<file path="config.mk">
export PLATFORM = sky130hd
export DESIGN_NAME = multicycle_ctrl_flat
export DESIGN_NICKNAME = d
export VERILOG_FILES = /design/src/rtl/cpu_pkg.sv /design/src/rtl/multicycle_ctrl_if.sv /design/src/rtl/op_decode.sv /design/src/rtl/multicycle_ctrl.sv /design/src/flat_wrapper.sv
export SDC_FILE = /design/constraint.sdc
export NUM_CORES = 1
export LEC_CHECK = 0
export ABC_AREA = 1
export CAP_MARGIN = 20
export CORE_AREA = 2 2 68 70
export CTS_BUF_LIST = sky130_fd_sc_hd__clkbuf_4 sky130_fd_sc_hd__clkbuf_8
export DETAILED_ROUTE_END_ITERATION = 10
export DIE_AREA = 0 0 70 72
export PLACE_DENSITY = 0.68
export SYNTH_ARGS = -nofsm -noshare
export SYNTH_HDL_FRONTEND = slang
export SYNTH_HIERARCHICAL = 1
export SYNTH_SLANG_ARGS = --single-unit
</file>
<file path="constraint.sdc">
create_clock -name clk -period 2.8 [get_ports clk]
set_clock_uncertainty 0.15 [all_clocks]
set_input_delay 0.42 -clock clk [delete_from_list [all_inputs] [get_ports clk]]
set_output_delay 0.42 -clock clk [all_outputs]
set_load 0.1 [all_outputs]
</file>
<file path="src/rtl/cpu_pkg.sv">
// Shared definitions for the multi-cycle CPU controller: opcode map, ALU
// function codes, PC source selects and the sequencer state encoding.
package cpu_pkg;

  // Instruction opcodes (ir_op field)
  localparam logic [3:0] OP_AND  = 4'b0000;
  localparam logic [3:0] OP_OR   = 4'b0001;
  localparam logic [3:0] OP_ADD  = 4'b0010;
  localparam logic [3:0] OP_SUB  = 4'b0011;
  localparam logic [3:0] OP_SLT  = 4'b0100;
  localparam logic [3:0] OP_SUBC = 4'b0101;
  localparam logic [3:0] OP_ADDC = 4'b0110;
  localparam logic [3:0] OP_JMP  = 4'b0111;
  localparam logic [3:0] OP_ANDI = 4'b1000;
  localparam logic [3:0] OP_ORI  = 4'b1001;
  localparam logic [3:0] OP_ADDI = 4'b1010;
  localparam logic [3:0] OP_LW   = 4'b1011;
  localparam logic [3:0] OP_SW   = 4'b1100;
  localparam logic [3:0] OP_BEQ  = 4'b1101;
  localparam logic [3:0] OP_BNE  = 4'b1110;
  localparam logic [3:0] OP_MUL  = 4'b1111;

  // ALU function codes
  localparam logic [3:0] ALUC_AND  = 4'b0000;
  localparam logic [3:0] ALUC_OR   = 4'b0001;
  localparam logic [3:0] ALUC_ADD  = 4'b0010;
  localparam logic [3:0] ALUC_SUB  = 4'b0011;
  localparam logic [3:0] ALUC_ADDC = 4'b0100;
  localparam logic [3:0] ALUC_SUBC = 4'b0101;
  localparam logic [3:0] ALUC_SLT  = 4'b0110;
  localparam logic [3:0] ALUC_MUL  = 4'b1000;
  localparam logic [3:0] ALUC_NONE = 4'b0000;

  // PC source selects
  localparam logic [1:0] PC_SRC_SEQ    = 2'd0;
  localparam logic [1:0] PC_SRC_BRANCH = 2'd1;
  localparam logic [1:0] PC_SRC_JUMP   = 2'd2;

  // Sequencer states
  typedef enum logic [2:0] {
    FETCH  = 3'd0,
    DECODE = 3'd1,
    EXEC   = 3'd2,
    MEM    = 3'd3,
    WB     = 3'd4
  } state_t;

endpackage

</file>
<file path="src/rtl/multicycle_ctrl_if.sv">
// Datapath-facing signal bundle of the multi-cycle controller. The master
// side is the controller; the slave side is the datapath / memories.
interface multicycle_ctrl_if #(
  parameter int CNT_W = 16
) ();
  logic [3:0]       ir_op;
  logic             zero;
  logic             imem_ready;
  logic             dmem_ready;
  logic             stall;
  logic             imem_req;
  logic             ir_write;
  logic             pc_write;
  logic [1:0]       pc_src;
  logic [3:0]       alu_op;
  logic             alu_src_b;
  logic             dmem_req;
  logic             dmem_we;
  logic             reg_write;
  logic             mem_to_reg;
  logic             reg_dst;
  logic             flag_write;
  logic             busy;
  logic             instr_done;
  logic [CNT_W-1:0] retired;

  modport master (
    input  ir_op, zero, imem_ready, dmem_ready, stall,
    output imem_req, ir_write, pc_write, pc_src, alu_op, alu_src_b,
           dmem_req, dmem_we, reg_write, mem_to_reg, reg_dst, flag_write,
           busy, instr_done, retired
  );

  modport slave (
    output ir_op, zero, imem_ready, dmem_ready, stall,
    input  imem_req, ir_write, pc_write, pc_src, alu_op, alu_src_b,
           dmem_req, dmem_we, reg_write, mem_to_reg, reg_dst, flag_write,
           busy, instr_done, retired
  );
endinterface

</file>
<file path="src/rtl/op_decode.sv">
// Combinational per-opcode attribute table used by the sequencer.
module op_decode
  import cpu_pkg::*;
(
  input  logic [3:0] ir_op,
  output logic [3:0] alu_op,
  output logic       imm,
  output logic       is_mem,
  output logic       is_branch,
  output logic       writes_rd,
  output logic       writes_flag
);

  // Map opcode to ALU code and instruction-class attributes
  always_comb begin
    alu_op      = ALUC_NONE;
    imm         = 1'b0;
    is_mem      = 1'b0;
    is_branch   = 1'b0;
    writes_rd   = 1'b0;
    writes_flag = 1'b0;
    case (ir_op)
      OP_AND:  begin alu_op = ALUC_AND;  writes_rd = 1'b1; end
      OP_OR:   begin alu_op = ALUC_OR;   writes_rd = 1'b1; end
      OP_ADD:  begin alu_op = ALUC_ADD;  writes_rd = 1'b1; writes_flag = 1'b1; end
      OP_SUB:  begin alu_op = ALUC_SUB;  writes_rd = 1'b1; writes_flag = 1'b1; end
      OP_SLT:  begin alu_op = ALUC_SLT;  writes_rd = 1'b1; end
      OP_SUBC: begin alu_op = ALUC_SUBC; writes_rd = 1'b1; writes_flag = 1'b1; end
      OP_ADDC: begin alu_op = ALUC_ADDC; writes_rd = 1'b1; writes_flag = 1'b1; end
      OP_JMP:  begin alu_op = ALUC_NONE; end
      OP_ANDI: begin alu_op = ALUC_AND;  imm = 1'b1; end
      OP_ORI:  begin alu_op = ALUC_OR;   imm = 1'b1; end
      OP_ADDI: begin alu_op = ALUC_ADD;  imm = 1'b1; writes_flag = 1'b1; end
      OP_LW:   begin alu_op = ALUC_ADD;  imm = 1'b1; is_mem = 1'b1; end
      OP_SW:   begin alu_op = ALUC_ADD;  imm = 1'b1; is_mem = 1'b1; end
      OP_BEQ:  begin alu_op = ALUC_SUB;  is_branch = 1'b1; end
      OP_BNE:  begin alu_op = ALUC_SUB;  is_branch = 1'b1; end
      OP_MUL:  begin alu_op = ALUC_MUL;  writes_rd = 1'b1; writes_flag = 1'b1; end
      default: begin alu_op = ALUC_NONE; end
    endcase
  end

endmodule

</file>
<file path="src/rtl/multicycle_ctrl.sv">
// Multi-cycle instruction sequencer: FETCH/DECODE/EXEC/MEM/WB with wait-stated
// memories, an iterative MUL held in EXEC, an external freeze and a
// retired-instruction counter.
module multicycle_ctrl
  import cpu_pkg::*;
#(
  parameter int MUL_LAT = 4,
  parameter int CNT_W   = 16
) (
  input logic clk,
  input logic rst,
  multicycle_ctrl_if.master bus
);

  localparam int MC_W = (MUL_LAT > 1) ? $clog2(MUL_LAT) : 1;
  localparam logic [MC_W-1:0] MUL_LOAD = MC_W'(MUL_LAT - 1);

  state_t           state_r, state_nxt;
  logic [MC_W-1:0]  mul_cnt_r, mul_cnt_nxt;
  logic [CNT_W-1:0] retired_r;

  logic [3:0] dec_alu_op;
  logic       dec_imm, dec_is_mem, dec_is_branch, dec_writes_rd, dec_writes_flag;

  logic       imem_req_s, ir_write_s, pc_write_s, dmem_req_s, dmem_we_s;
  logic       reg_write_s, mem_to_reg_s, reg_dst_s, flag_write_s;
  logic       busy_s, instr_done_s, alu_src_b_s;
  logic [1:0] pc_src_s;
  logic [3:0] alu_op_s;

  op_decode u_op_decode (
    .ir_op       (bus.ir_op),
    .alu_op      (dec_alu_op),
    .imm         (dec_imm),
    .is_mem      (dec_is_mem),
    .is_branch   (dec_is_branch),
    .writes_rd   (dec_writes_rd),
    .writes_flag (dec_writes_flag)
  );

  // State register
  always_ff @(posedge clk) begin
    if (rst) state_r <= FETCH;
    else     state_r <= state_nxt;
  end

  // MUL iteration counter
  always_ff @(posedge clk) begin
    if (rst) mul_cnt_r <= {MC_W{1'b0}};
    else     mul_cnt_r <= mul_cnt_nxt;
  end

  // Retired-instruction counter, wraps naturally at 2^CNT_W
  always_ff @(posedge clk) begin
    if (rst)               retired_r <= {CNT_W{1'b0}};
    else if (instr_done_s) retired_r <= retired_r + CNT_W'(1);
    else                   retired_r <= retired_r;
  end

  // Next-state and MUL counter logic; a stall freezes everything
  always_comb begin
    state_nxt   = state_r;
    mul_cnt_nxt = mul_cnt_r;
    if (bus.stall) begin
      state_nxt   = state_r;
      mul_cnt_nxt = mul_cnt_r;
    end else begin
      case (state_r)
        FETCH: begin
          if (bus.imem_ready) state_nxt = DECODE;
          else                state_nxt = FETCH;
        end
        DECODE: begin
          if (bus.ir_op == OP_JMP) begin
            state_nxt = FETCH;
          end else begin
            state_nxt = EXEC;
            if (bus.ir_op == OP_MUL) mul_cnt_nxt = MUL_LOAD;
            else                     mul_cnt_nxt = mul_cnt_r;
          end
        end
        EXEC: begin
          if (dec_is_branch) begin
            state_nxt = FETCH;
          end else if (dec_is_mem) begin
            state_nxt = MEM;
          end else if (bus.ir_op == OP_MUL) begin
            // Counter reaching zero marks the last EXEC cycle of MUL
            if (mul_cnt_r != {MC_W{1'b0}}) begin
              state_nxt   = EXEC;
              mul_cnt_nxt = mul_cnt_r - MC_W'(1);
            end else begin
              state_nxt = WB;
            end
          end else begin
            state_nxt = WB;
          end
        end
        MEM: begin
          if (!bus.dmem_ready)          state_nxt = MEM;
          else if (bus.ir_op == OP_SW)  state_nxt = FETCH;
          else                          state_nxt = WB;
        end
        WB:      state_nxt = FETCH;
        default: state_nxt = FETCH;
      endcase
    end
  end

  // Per-state control outputs; reset blanks all, stall blanks strobes only
  always_comb begin
    imem_req_s   = 1'b0;
    ir_write_s   = 1'b0;
    pc_write_s   = 1'b0;
    pc_src_s     = PC_SRC_SEQ;
    alu_op_s     = ALUC_NONE;
    alu_src_b_s  = 1'b0;
    dmem_req_s   = 1'b0;
    dmem_we_s    = 1'b0;
    reg_write_s  = 1'b0;
    mem_to_reg_s = 1'b0;
    reg_dst_s    = 1'b0;
    flag_write_s = 1'b0;
    busy_s       = 1'b0;
    instr_done_s = 1'b0;
    if (!rst) begin
      busy_s = (state_r != FETCH);
      if (state_r == EXEC || state_r == MEM || state_r == WB) begin
        alu_op_s    = dec_alu_op;
        alu_src_b_s = dec_imm;
      end else begin
        alu_op_s    = ALUC_NONE;
        alu_src_b_s = 1'b0;
      end
      case (state_r)
        FETCH: begin
          imem_req_s = 1'b1;
          if (bus.imem_ready) begin
            ir_write_s = 1'b1;
            pc_write_s = 1'b1;
            pc_src_s   = PC_SRC_SEQ;
          end else begin
            ir_write_s = 1'b0;
          end
        end
        DECODE: begin
          if (bus.ir_op == OP_JMP) begin
            pc_write_s   = 1'b1;
            pc_src_s     = PC_SRC_JUMP;
            instr_done_s = 1'b1;
          end else begin
            pc_write_s = 1'b0;
          end
        end
        EXEC: begin
          if (dec_is_branch) begin
            pc_src_s     = PC_SRC_BRANCH;
            pc_write_s   = (bus.ir_op == OP_BEQ) ? bus.zero : !bus.zero;
            instr_done_s = 1'b1;
          end else begin
            pc_write_s = 1'b0;
          end
        end
        MEM: begin
          dmem_req_s = 1'b1;
          dmem_we_s  = (bus.ir_op == OP_SW);
          if (bus.dmem_ready && bus.ir_op == OP_SW) instr_done_s = 1'b1;
          else                                      instr_done_s = 1'b0;
        end
        WB: begin
          reg_write_s  = 1'b1;
          mem_to_reg_s = (bus.ir_op == OP_LW);
          reg_dst_s    = dec_writes_rd;
          flag_write_s = dec_writes_flag;
          instr_done_s = 1'b1;
        end
        default: begin
          busy_s = 1'b1;
        end
      endcase
      if (bus.stall) begin
        imem_req_s   = 1'b0;
        dmem_req_s   = 1'b0;
        dmem_we_s    = 1'b0;
        ir_write_s   = 1'b0;
        pc_write_s   = 1'b0;
        reg_write_s  = 1'b0;
        flag_write_s = 1'b0;
        instr_done_s = 1'b0;
      end else begin
        instr_done_s = instr_done_s;
      end
    end else begin
      busy_s = 1'b0;
    end
  end

  assign bus.imem_req   = imem_req_s;
  assign bus.ir_write   = ir_write_s;
  assign bus.pc_write   = pc_write_s;
  assign bus.pc_src     = pc_src_s;
  assign bus.alu_op     = alu_op_s;
  assign bus.alu_src_b  = alu_src_b_s;
  assign bus.dmem_req   = dmem_req_s;
  assign bus.dmem_we    = dmem_we_s;
  assign bus.reg_write  = reg_write_s;
  assign bus.mem_to_reg = mem_to_reg_s;
  assign bus.reg_dst    = reg_dst_s;
  assign bus.flag_write = flag_write_s;
  assign bus.busy       = busy_s;
  assign bus.instr_done = instr_done_s;
  assign bus.retired    = rst ? {CNT_W{1'b0}} : retired_r;

endmodule

</file>
<file path="src/flat_wrapper.sv">
// flat-port wrapper written by rule: the top's interface ports become plain ports
module multicycle_ctrl_flat import cpu_pkg::*;
#(
  parameter int MUL_LAT = 4,
  parameter int CNT_W   = 16
)
  (clk, rst, bus_ir_op, bus_zero, bus_imem_ready, bus_dmem_ready, bus_stall, bus_imem_req, bus_ir_write, bus_pc_write, bus_pc_src, bus_alu_op, bus_alu_src_b, bus_dmem_req, bus_dmem_we, bus_reg_write, bus_mem_to_reg, bus_reg_dst, bus_flag_write, bus_busy, bus_instr_done, bus_retired);
  multicycle_ctrl_if #(.CNT_W(CNT_W)) bus_i ();
  input logic clk;
  input logic rst;
  input wire logic [$bits(bus_i.ir_op)-1:0] bus_ir_op;
  input wire logic [$bits(bus_i.zero)-1:0] bus_zero;
  input wire logic [$bits(bus_i.imem_ready)-1:0] bus_imem_ready;
  input wire logic [$bits(bus_i.dmem_ready)-1:0] bus_dmem_ready;
  input wire logic [$bits(bus_i.stall)-1:0] bus_stall;
  output wire logic [$bits(bus_i.imem_req)-1:0] bus_imem_req;
  output wire logic [$bits(bus_i.ir_write)-1:0] bus_ir_write;
  output wire logic [$bits(bus_i.pc_write)-1:0] bus_pc_write;
  output wire logic [$bits(bus_i.pc_src)-1:0] bus_pc_src;
  output wire logic [$bits(bus_i.alu_op)-1:0] bus_alu_op;
  output wire logic [$bits(bus_i.alu_src_b)-1:0] bus_alu_src_b;
  output wire logic [$bits(bus_i.dmem_req)-1:0] bus_dmem_req;
  output wire logic [$bits(bus_i.dmem_we)-1:0] bus_dmem_we;
  output wire logic [$bits(bus_i.reg_write)-1:0] bus_reg_write;
  output wire logic [$bits(bus_i.mem_to_reg)-1:0] bus_mem_to_reg;
  output wire logic [$bits(bus_i.reg_dst)-1:0] bus_reg_dst;
  output wire logic [$bits(bus_i.flag_write)-1:0] bus_flag_write;
  output wire logic [$bits(bus_i.busy)-1:0] bus_busy;
  output wire logic [$bits(bus_i.instr_done)-1:0] bus_instr_done;
  output wire logic [$bits(bus_i.retired)-1:0] bus_retired;
  assign bus_i.ir_op = bus_ir_op;
  assign bus_i.zero = bus_zero;
  assign bus_i.imem_ready = bus_imem_ready;
  assign bus_i.dmem_ready = bus_dmem_ready;
  assign bus_i.stall = bus_stall;
  assign bus_imem_req = bus_i.imem_req;
  assign bus_ir_write = bus_i.ir_write;
  assign bus_pc_write = bus_i.pc_write;
  assign bus_pc_src = bus_i.pc_src;
  assign bus_alu_op = bus_i.alu_op;
  assign bus_alu_src_b = bus_i.alu_src_b;
  assign bus_dmem_req = bus_i.dmem_req;
  assign bus_dmem_we = bus_i.dmem_we;
  assign bus_reg_write = bus_i.reg_write;
  assign bus_mem_to_reg = bus_i.mem_to_reg;
  assign bus_reg_dst = bus_i.reg_dst;
  assign bus_flag_write = bus_i.flag_write;
  assign bus_busy = bus_i.busy;
  assign bus_instr_done = bus_i.instr_done;
  assign bus_retired = bus_i.retired;
  multicycle_ctrl #(.MUL_LAT(MUL_LAT), .CNT_W(CNT_W)) u_core (.clk(clk), .rst(rst), .bus(bus_i));
endmodule
</file>
Word level (Yosys, flattened, before mapping)

Cells that the tools add are included.

Flip-flop bits (word level): 21
Input bits: 10
Logic and storage cells: 118

$add $sub $neg: 2
Equality and inequality tests: 25
Muxes and demuxes: 67
Bitwise gates (word level): 1
Reductions and logical operators: 20

Operators with widths:

| operator                                                                | count |
|---|---|
| 1-bit two-way mux                                                       | 43 |
| 4-bit == test, second input constant                                    | 8 |
| 4-bit case mux with 8 select lines                                      | 1 |
| 2-bit two-way mux                                                       | 9 |
| 3-bit two-way mux                                                       | 6 |
| 16-bit by 1-bit adder with 16-bit output, second input constant         | 1 |
| 4-bit by 3-bit == test with 1-bit output, second input constant         | 4 |
| 16-bit two-way mux                                                      | 1 |
| 3-bit case mux with 4 select lines                                      | 1 |
| 5-bit OR reduction                                                      | 2 |
| 4-bit by 2-bit == test with 1-bit output, second input constant         | 2 |
| 4-bit two-way mux                                                       | 2 |
| 2-bit case mux with 2 select lines                                      | 2 |
| 8-bit AND reduction                                                     | 1 |
| 8-bit OR reduction                                                      | 1 |
| 3-bit by 2-bit == test with 1-bit output, second input constant         | 2 |
| 2-bit by 1-bit inequality test with 1-bit output, second input constant | 3 |
| 2-bit inequality test, second input constant                            | 3 |
| 2-bit OR reduction                                                      | 3 |
| 3-bit OR reduction                                                      | 2 |
| 6-bit OR reduction                                                      | 1 |
| 4-bit by 1-bit == test with 1-bit output, second input constant         | 1 |
| 4-bit zero test                                                         | 1 |
| 1-bit case mux with 4 select lines                                      | 1 |
| other kinds (12)                                                        | 14 |

Depth between registers and ports, before layout

Gate-level depths: netlist of the first run.

Depth in word-level cells: 7
Gate-level depth with buffers: 11
Depth with buffers taken out: 11

Modules after synthesis

Netlist of the first run, hierarchy kept.

Modules (own cells, without submodules):

| module          | instances | cells each | area each (um^2) |
|---|---|---|---|
| multicycle_ctrl | 1         | 289        | 1717.9 |
| op_decode       | 1         | 37         | 165.2 |

Worst setup path before layout of the first run

Ideal clock, no wire load.

Kind: input-to-output
Start: in bus_stall
End: out bus_dmem_we
Arrival time: 2.993 ns
Required time: 2.230 ns
Setup slack: -0.763 ns
Stages on the path: 3
Path through: nor2_2 -> inv_1 -> nor3_1

Word-level cells in the longest chain between the ends: 2

Ends and longest elaborated chain:

| what               | line                   | text |
|---|---|---|
| start: declaration | flat_wrapper.sv:15     | `input wire logic [$bits(bus_i.stall)-1:0] bus_stall;` |
| 1-bit two-way mux  | multicycle_ctrl.sv:181 | `if (bus.stall) begin` |
| 1-bit two-way mux  | multicycle_ctrl.sv:126 | `if (!rst) begin` |
| end: declaration   | flat_wrapper.sv:23     | `output wire logic [$bits(bus_i.dmem_we)-1:0] bus_dmem_we;` |

No other way between the ends.

Final worst setup path of the first run

Start: in bus_ir_op[2]
End: out bus_pc_write

Word-level cells in the longest chain between the ends: 7
Elaborated cells on any way between the ends: 11
Those cells by class: eq/ne (3); mux (7); reduce/logical (1)

Ends and longest elaborated chain:

| what                                   | line                   | text |
|---|---|---|
| start: declaration                     | flat_wrapper.sv:11     | `input wire logic [$bits(bus_i.ir_op)-1:0] bus_ir_op;` |
| 4-bit == test                          | op_decode.sv:22        | `case (ir_op)` |
| 2-bit OR reduction (no line) (*)       | n/a                    |  |
| 1-bit two-way mux (*)                  | op_decode.sv:22        |  |
| net u_core.dec_is_branch               | multicycle_ctrl.sv:23  | `logic dec_imm, dec_is_mem, dec_is_branch, dec_writes_rd, dec_writes_flag;` |
| 1-bit two-way mux (*)                  | multicycle_ctrl.sv:156 | `if (dec_is_branch) begin` |
| 1-bit case mux with 3 select lines (*) | multicycle_ctrl.sv:135 | `case (state_r)` |
| 1-bit two-way mux (*)                  | multicycle_ctrl.sv:181 |  |
| 1-bit two-way mux (*)                  | multicycle_ctrl.sv:126 |  |
| end: declaration                       | flat_wrapper.sv:18     | `output wire logic [$bits(bus_i.pc_write)-1:0] bus_pc_write;` |

The timed path passes the listed nets; every way through them passes the cells marked *.

==> results of run 1 <==
-- report_power, final --
group          leakage (nW)  total, mW  switching [mW]  internal [mW]
combinational         0.934      0.152           0.101         0.0509
clock                0.0217      0.204           0.103          0.101
sequential            0.169      0.303         0.00277          0.300
total                  1.12      0.659           0.207          0.452
-- sequential cells by signal, indices dropped and copies added (netlist names) --
register and flops:
u_core/state_r 3, u_core/mul_cnt_r 2, u_core/retired_r 16
-- through the flow --
step	util, %	worst slack, ps	instance area [sq um]
after global routing	65.58	80.75	2796
after detailed placement	64.23	53.94	2739
after global placement	64.23	119.3	2739
after floorplan	-	21.99	1906
final	65.58	181.2	2796
after CTS	65.38	48.87	2788
-- cell usage in the layout, fill, tap and decap left out, types with 2 or more instances in the layout --
master	count
ha_1	2
inv_1	44
nor2_2	7
dfxtp_1	21
nor2_4	2
inv_2	6
buf_12	34
clkdlybuf4s50_1	7
nor2_1	60
nand4_1	9
xor2_1	8
buf_4	7
nand2_2	13
dlymetal6s2s_1	2
nand3_1	30
nand2_1	82
a21oi_1	10
nor3_2	4
a21oi_2	9
o21ai_0	4
clkbuf_8	3
-- worst min-delay path: cells and delay by family (launching register included) --
| kind | cells | cell delay [ps] |
|---|---|---|
| flip-flops | 1 | 320 |
| AO/OA/AOI/OAI | 1 | 60 |
| AND/OR/NAND/NOR | 1 | 60 |
-- layer usage --
metal | GRT usage, % | share of wire (%) | wire [microns] | up-vias
met5 | 0 | 0 | 0 | -
met4 | 3.205 | 0.30 | 15 | 0
met3 | 3.472 | 5.1 | 253 | 2
met2 | 32.28 | 46 | 2256 | 61
met1 | 28.39 | 49 | 2408 | 966
li1 | - | - | - | 1102
-- layout make-up --
cell class                 count  area, sq um
fill                         396         1468
multi-input combinational    247         1241
timing repair buffer          50        828.3
sequential                    21        420.4
inverter                      51        192.7
tap                           52        65.06
clock buffer                   3        41.29
clock inverter                 1        7.507
-- synth_stat cells --
library cell / number
nand2_1: 82
nor2_1: 61
inv_1: 44
nand3_1: 30
dfxtp_1: 21
nand2_2: 13
a21oi_1: 11
nand4_1: 9
a21oi_2: 8
xor2_1: 8
inv_2: 6
nor2_2: 6
nor3_1: 4
o21ai_0: 4
clkbuf_1: 3
ha_1: 2
nor2_4: 2
and3_1: 1
buf_1: 1
buf_12: 1
buf_2: 1
buf_8: 1
clkinv_2: 1
nand2_4: 1
nand2_8: 1
nand3_2: 1
o211ai_1: 1
o21ai_2: 1
or2_1: 1
-- worst paths after layout --
kind | start | to
max | bus_ir_op[2] | bus_pc_write
min | u_core/retired_r[15] | u_core/retired_r[15]
max reg2reg | u_core/retired_r[0] | u_core/retired_r[6]
min reg2reg | u_core/retired_r[15] | u_core/retired_r[15]
-- cell families after synthesis --
family,after synthesis,synth area share [%]
adder cells (fa/ha/maj),2,1.329
XOR/XNOR,8,3.721
AO/OA/AOI/OAI,25,8.572
buffers and inverters,58,13.16
flip-flops,21,22.33
AND/OR/NAND/NOR,212,50.90
==> summary.md, run 1 <==
| Metric | Value |
|---|---|
| Critical Path RT | 2230 ps |
| Max incr delay on CP | 580 ps |
| R2r setup slk | 1050 ps |
| TritonCTS clock tree | yes |
| Final hold vios | 0 |
| H-tree Lvls | 1 |
| CP Depth | 10 |
| Clk pin slew, worst setup/hold paths | 70 ps |
| Placed cell count | 421 |
| Vias | 2131 |
| Die span in x | 70 microns |
| Layout cell share with drive strength beyond 1 | 24.40% |
| Port buffer count | 43 |
| Routed wire length | 4934 microns |
| Cells after Synth | 326 |
| Ant diodes | 0 |
| Vias in the first global route | 1940 |
| Hold Path Depth | 2 |
| Core Area | 0.004264 sq mm |
| Area grow syn2layout | 48.50% |
| Hold_buf cts | 0 |
| Final Hold Slack | 337.0 ps |
| First-pass GRT wire length | 8376 microns |
| CP arrival | 2050 ps |
| Pwr dens | 235.6 mW/mm^2 |
| Crit path top cell by count | nand2_1 |
| Max-Cap Viols | 0 |
| RSZ-0062 raised after global routing | no |
| Finish-stage setup viols | 0 |
| Max Fclk | 381.9 MHz |
| Critical path's top delay family | buffers and inverters |
| Yosys Warn Count | 6 |
| Boundary Pins | 44 |
| Clock Latency Late Sink | 260 ps |
| FF-to-FF path depth | 6 |
| Post-Syn Area | 0.001883 sq mm |
| Max-slew violation count | 0 |
| Clock buffer count from CTS | 3 |
| Hold Path Class | reg -> reg |
| Yosys cell types | 29 |
| DRT Pass-1 Iters | 4 |
| Synth Register Bits | 21 |
| Post-CTS Setup Bufs | 0 |
| Final #Nets | 386 |
| Worst setup SP type | input port |
| Slowest CP cell | clkdlybuf4s50_1 |
| Largest net degree at the start of global routing | 22 |
| Syn Nets | 338 |
| DIE AREA | 0.005040 sq mm |
| WS Path Type | in -> out |
| Setup_tns | 0 ps |
| Max clock buf depth | 2 |
| Std-Cell Rows | 24 |
| Worst-margin pin slew | 385.8 ps |
| Total power draw | 658.8 uW |
| WP buf/inv | 3 |
| Max VDD drop | 0.1967 mV |
| Avg WL per Cell | 11.61 microns |
| GP Congestion | 0.8821 |
| Synth top area share | 22.33% |
| Dpl hpwl | 3965 microns |
| Initial core utilization | 44.16% |
| Sequential-to-total area share from yosys stat | 22.33% |
| Run status | finished clean |
| Worst slew margin | 74.20% |
| Cells along the critical path | clkdlybuf4s50_1 > nand2_2 > a21oi_2 > inv_1 > nor2_4 > nand2_1 > nand3_1 > nand2_1 > nor2_2 > buf_12 |
| Synth top area cells | dfxtp_1 (22%), nand2_1 (16%), nor2_1 (12%), inv_1 (8.8%), nand3_1 (8.0%) |
| Clock Sinks | 21 |
| Die Ht | 72 microns |
| Leak | 1.125 nW |
| Total grt overflow | 0 |
| Post-route minimum period | 2619 ps |
| Total Routing Usage GR | 19.91% |
| DRT iter0 DRCs | 167 |
| Post-CTS sizing | 0 |
| DR vias/cell | 5.014 |
| Setup crit end kind | output pin |
| Post-synthesis cell type with the largest combined area | dfxtp_1 |
| Number of remaining DRC errors | 0 |
| Final std cells w/o fill | 425 |
| Root buffer cell | clkbuf_8 |
| Initial antenna violation count | 0 |
| Final period util | 93.53% |
| Post-DRT Antenna Nets | 0 |
| Syn Area/Cell | 5.776 sq um |
| Worst Path Max Fanout | 5 |
(Power assumes the default switching activity.)
==> inputs of run 2 (changes only) <==
--- a/config.mk
+++ b/config.mk
@@ -6,9 +6,10 @@
 export NUM_CORES = 1
 export LEC_CHECK = 0
 export ABC_AREA = 1
-export CAP_MARGIN = 20
+export CAP_MARGIN = 15
 export CORE_AREA = 2 2 68 70
 export CTS_BUF_LIST = sky130_fd_sc_hd__clkbuf_4 sky130_fd_sc_hd__clkbuf_8
+export CTS_CLUSTER_SIZE = 10
 export DETAILED_ROUTE_END_ITERATION = 10
 export DIE_AREA = 0 0 70 72
 export PLACE_DENSITY = 0.68
==> results of run 2 <==
The final DEF is identical to that of run 1; final timing and power are the same.
==> inputs of run 3 (changes only) <==
--- a/config.mk
+++ b/config.mk
@@ -13,6 +13,7 @@
 export DETAILED_ROUTE_END_ITERATION = 10
 export DIE_AREA = 0 0 70 72
 export PLACE_DENSITY = 0.68
+export SKIP_CTS_REPAIR_TIMING = 1
 export SYNTH_ARGS = -nofsm -noshare
 export SYNTH_HDL_FRONTEND = slang
 export SYNTH_HIERARCHICAL = 1
==> constraint.sdc (replaced) <==
create_clock -name clk -period 3.1 [get_ports clk]
set_clock_uncertainty 0.15 [all_clocks]
set_input_delay 0.465 -clock clk [delete_from_list [all_inputs] [get_ports clk]]
set_output_delay 0.465 -clock clk [all_outputs]
set_load 0.1 [all_outputs]
==> run 3 against run 2 <==
Against the previous run:
- largest power group unchanged
- critical path type unchanged
- first-iteration DRC count is 29% lower
- non-clock buffer count is 2 lower
- core utilization is 0.67 points lower
- critical endpoint unchanged
==> summary.md, run 3 (synthesis results as in run 1) <==
| Metric | Value |
|---|---|
| TritonCTS clock tree | yes |
| Total power draw | 596.4 uW |
| Max incr delay on CP | 610 ps |
| Area grow syn2layout | 46.98% |
| Pwr dens | 215.5 mW/mm^2 |
| Avg WL per Cell | 11.70 microns |
| DRT Pass-1 Iters | 4 |
| Final hold vios | 0 |
| Final Hold Slack | 336.7 ps |
| Max-slew violation count | 0 |
| Post-Layout Inst Area | 0.002768 sq mm |
| Reg-to-reg endpoint | u_core/retired_r[6] |
| RSZ-0062 raised after global routing | no |
| Total Routing Usage GR | 20.56% |
| Routed wire length | 4951 microns |
| Root buffer cell | clkbuf_8 |
| Initial core utilization | 44.16% |
| Vias | 2133 |
| Max VDD drop | 0.2247 mV |
| Port buffer count | 43 |
| DIE AREA | 0.005040 sq mm |
| Crit path from | bus_ir_op[1] |
| Worst Path Max Fanout | 8 |
| Placed instance area | 0.002721 sq mm |
| Hold Path Class | reg -> reg |
| Flip-flop and latch area | 420.4 sq um |
| Max clock buf depth | 2 |
| H-tree Lvls | 1 |
| DR vias/cell | 5.043 |
| Clock Sinks | 21 |
| Leak | 1.101 nW |
| Final period util | 94.39% |
| Largest registers | u_core/retired_r: 16 flops, u_core/state_r: 3 flops, u_core/mul_cnt_r: 2 flops |
| Post-route minimum period | 2926 ps |
| Max-Cap Viols | 0 |
| Layout cell share with drive strength beyond 1 | 23.45% |
| Max Fclk | 341.8 MHz |
| Die Ht | 72 microns |
| Final core occ | 64.91% |
| Core Area | 0.004264 sq mm |
| Multi-input gate area in the final layout | 0.001235 sq mm |
| Setup crit end kind | output pin |
| R2r setup slk | 1350 ps |
| Crit path top cell by count | nand2_1 |
| Clock buffer count from CTS | 3 |
| Ant diodes | 0 |
| Total grt overflow | 0 |
| Number of remaining DRC errors | 0 |
| Critical Path RT | 2480 ps |
| FF-to-FF path depth | 6 |
| Crit path to | bus_pc_write |
| Run status | finished clean |
| FILL cells | 387 |
| Clock Latency Late Sink | 270 ps |
| Reg-to-reg critical path startpoint | u_core/retired_r[0] |
| Clk pin slew, worst setup/hold paths | 80 ps |
| Vias in the first global route | 1931 |
| WS Path Type | in -> out |
| CP arrival | 2310 ps |
| Cells along the critical path | clkdlybuf4s50_1 > nand2_1 > a21oi_1 > inv_1 > nor2_4 > nand2_1 > nand3_1 > nand2_1 > nor2_1 > buf_12 |
| Worst slew margin | 79.37% |
| Register with the most flip-flops | u_core/retired_r |
| Boundary Pins | 44 |
| Largest net degree at the start of global routing | 19 |
| Worst-margin pin slew | 308.4 ps |
| Die span in x | 70 microns |
| Slowest CP cell | clkdlybuf4s50_1 |
| Initial antenna violation count | 0 |
| Setup_tns | 0 ps |
| Commonest non-fill, non-tap cell in the layout | nand2_1 |
| Dpl hpwl | 3943 microns |
| Leading cell types in the layout, fill and taps excluded | nand2_1 (82), nor2_1 (61), inv_1 (44), buf_12 (34), nand3_1 (30) |
| Worst setup SP type | input port |
| Post-DRT Antenna Nets | 0 |
| Finish-stage setup viols | 0 |
| Max FFs per register | 16 |
| GP Congestion | 0.9207 |
| First-pass GRT wire length | 8611 microns |
| Final #Nets | 384 |
| DRT iter0 DRCs | 119 |
| Std-Cell Rows | 24 |
==> run 3: area by class of cell <==
cell class / count / share of cell area, %
Clock buffer: 3 / 1.492
Multi-Input combinational cell: 247 / 44.62
Inverter: 51 / 6.962
Timing Repair Buffer: 48 / 29.20
Sequential cell: 21 / 15.19
Clock inverter: 1 / 0.1808
Tap cell: 52 / 2.351
==> run 3: worst min path at each step <==
stage | from | end | slack [ps] | cells past startpoint
2_1_floorplan | u_core/retired_r[15] | u_core/retired_r[15] | 300 | 2
3_3_place_gp | u_core/retired_r[15] | u_core/retired_r[15] | 320 | 2
3_5_place_dp | u_core/retired_r[15] | u_core/retired_r[15] | 320 | 2
4_1_cts | u_core/retired_r[15] | u_core/retired_r[15] | 340 | 2
5_1_grt | u_core/retired_r[15] | u_core/retired_r[15] | 370 | 2
6_report | u_core/retired_r[15] | u_core/retired_r[15] | 340 | 2
==> run 3: power by group <==
part	total, mW	leakage [nW]	switching (mW)	internal, mW
clock	0.188	0.0255	0.0982	0.0898
combinational	0.135	0.906	0.0903	0.0443
sequential	0.274	0.169	0.00250	0.271
==> run 3: stage by stage <==
step,std cells,worst slack (ps)
after floorplan,326,60.46
after global placement,419,252.1
after detailed placement,419,186.8
after CTS,423,180.2
after global routing,423,4.306
final,423,173.9
==> run 3: metal layers <==
metal  vias to the layer above  GRT usage (%)  wire length [microns]
met2                        50          33.97                   2271
met3                         4          4.028                    245
met4                         0          2.991                     23
met5                         -              0                      0
li1                       1103              -                      -
met1                       976          28.68                   2410
==> run 3: worst max-delay path: cells and delay by family <==
kind | cells | cell delay, ps
AND/OR/NAND/NOR | 6 | 660
AO/OA/AOI/OAI | 1 | 240
buffers and inverters | 3 | 930
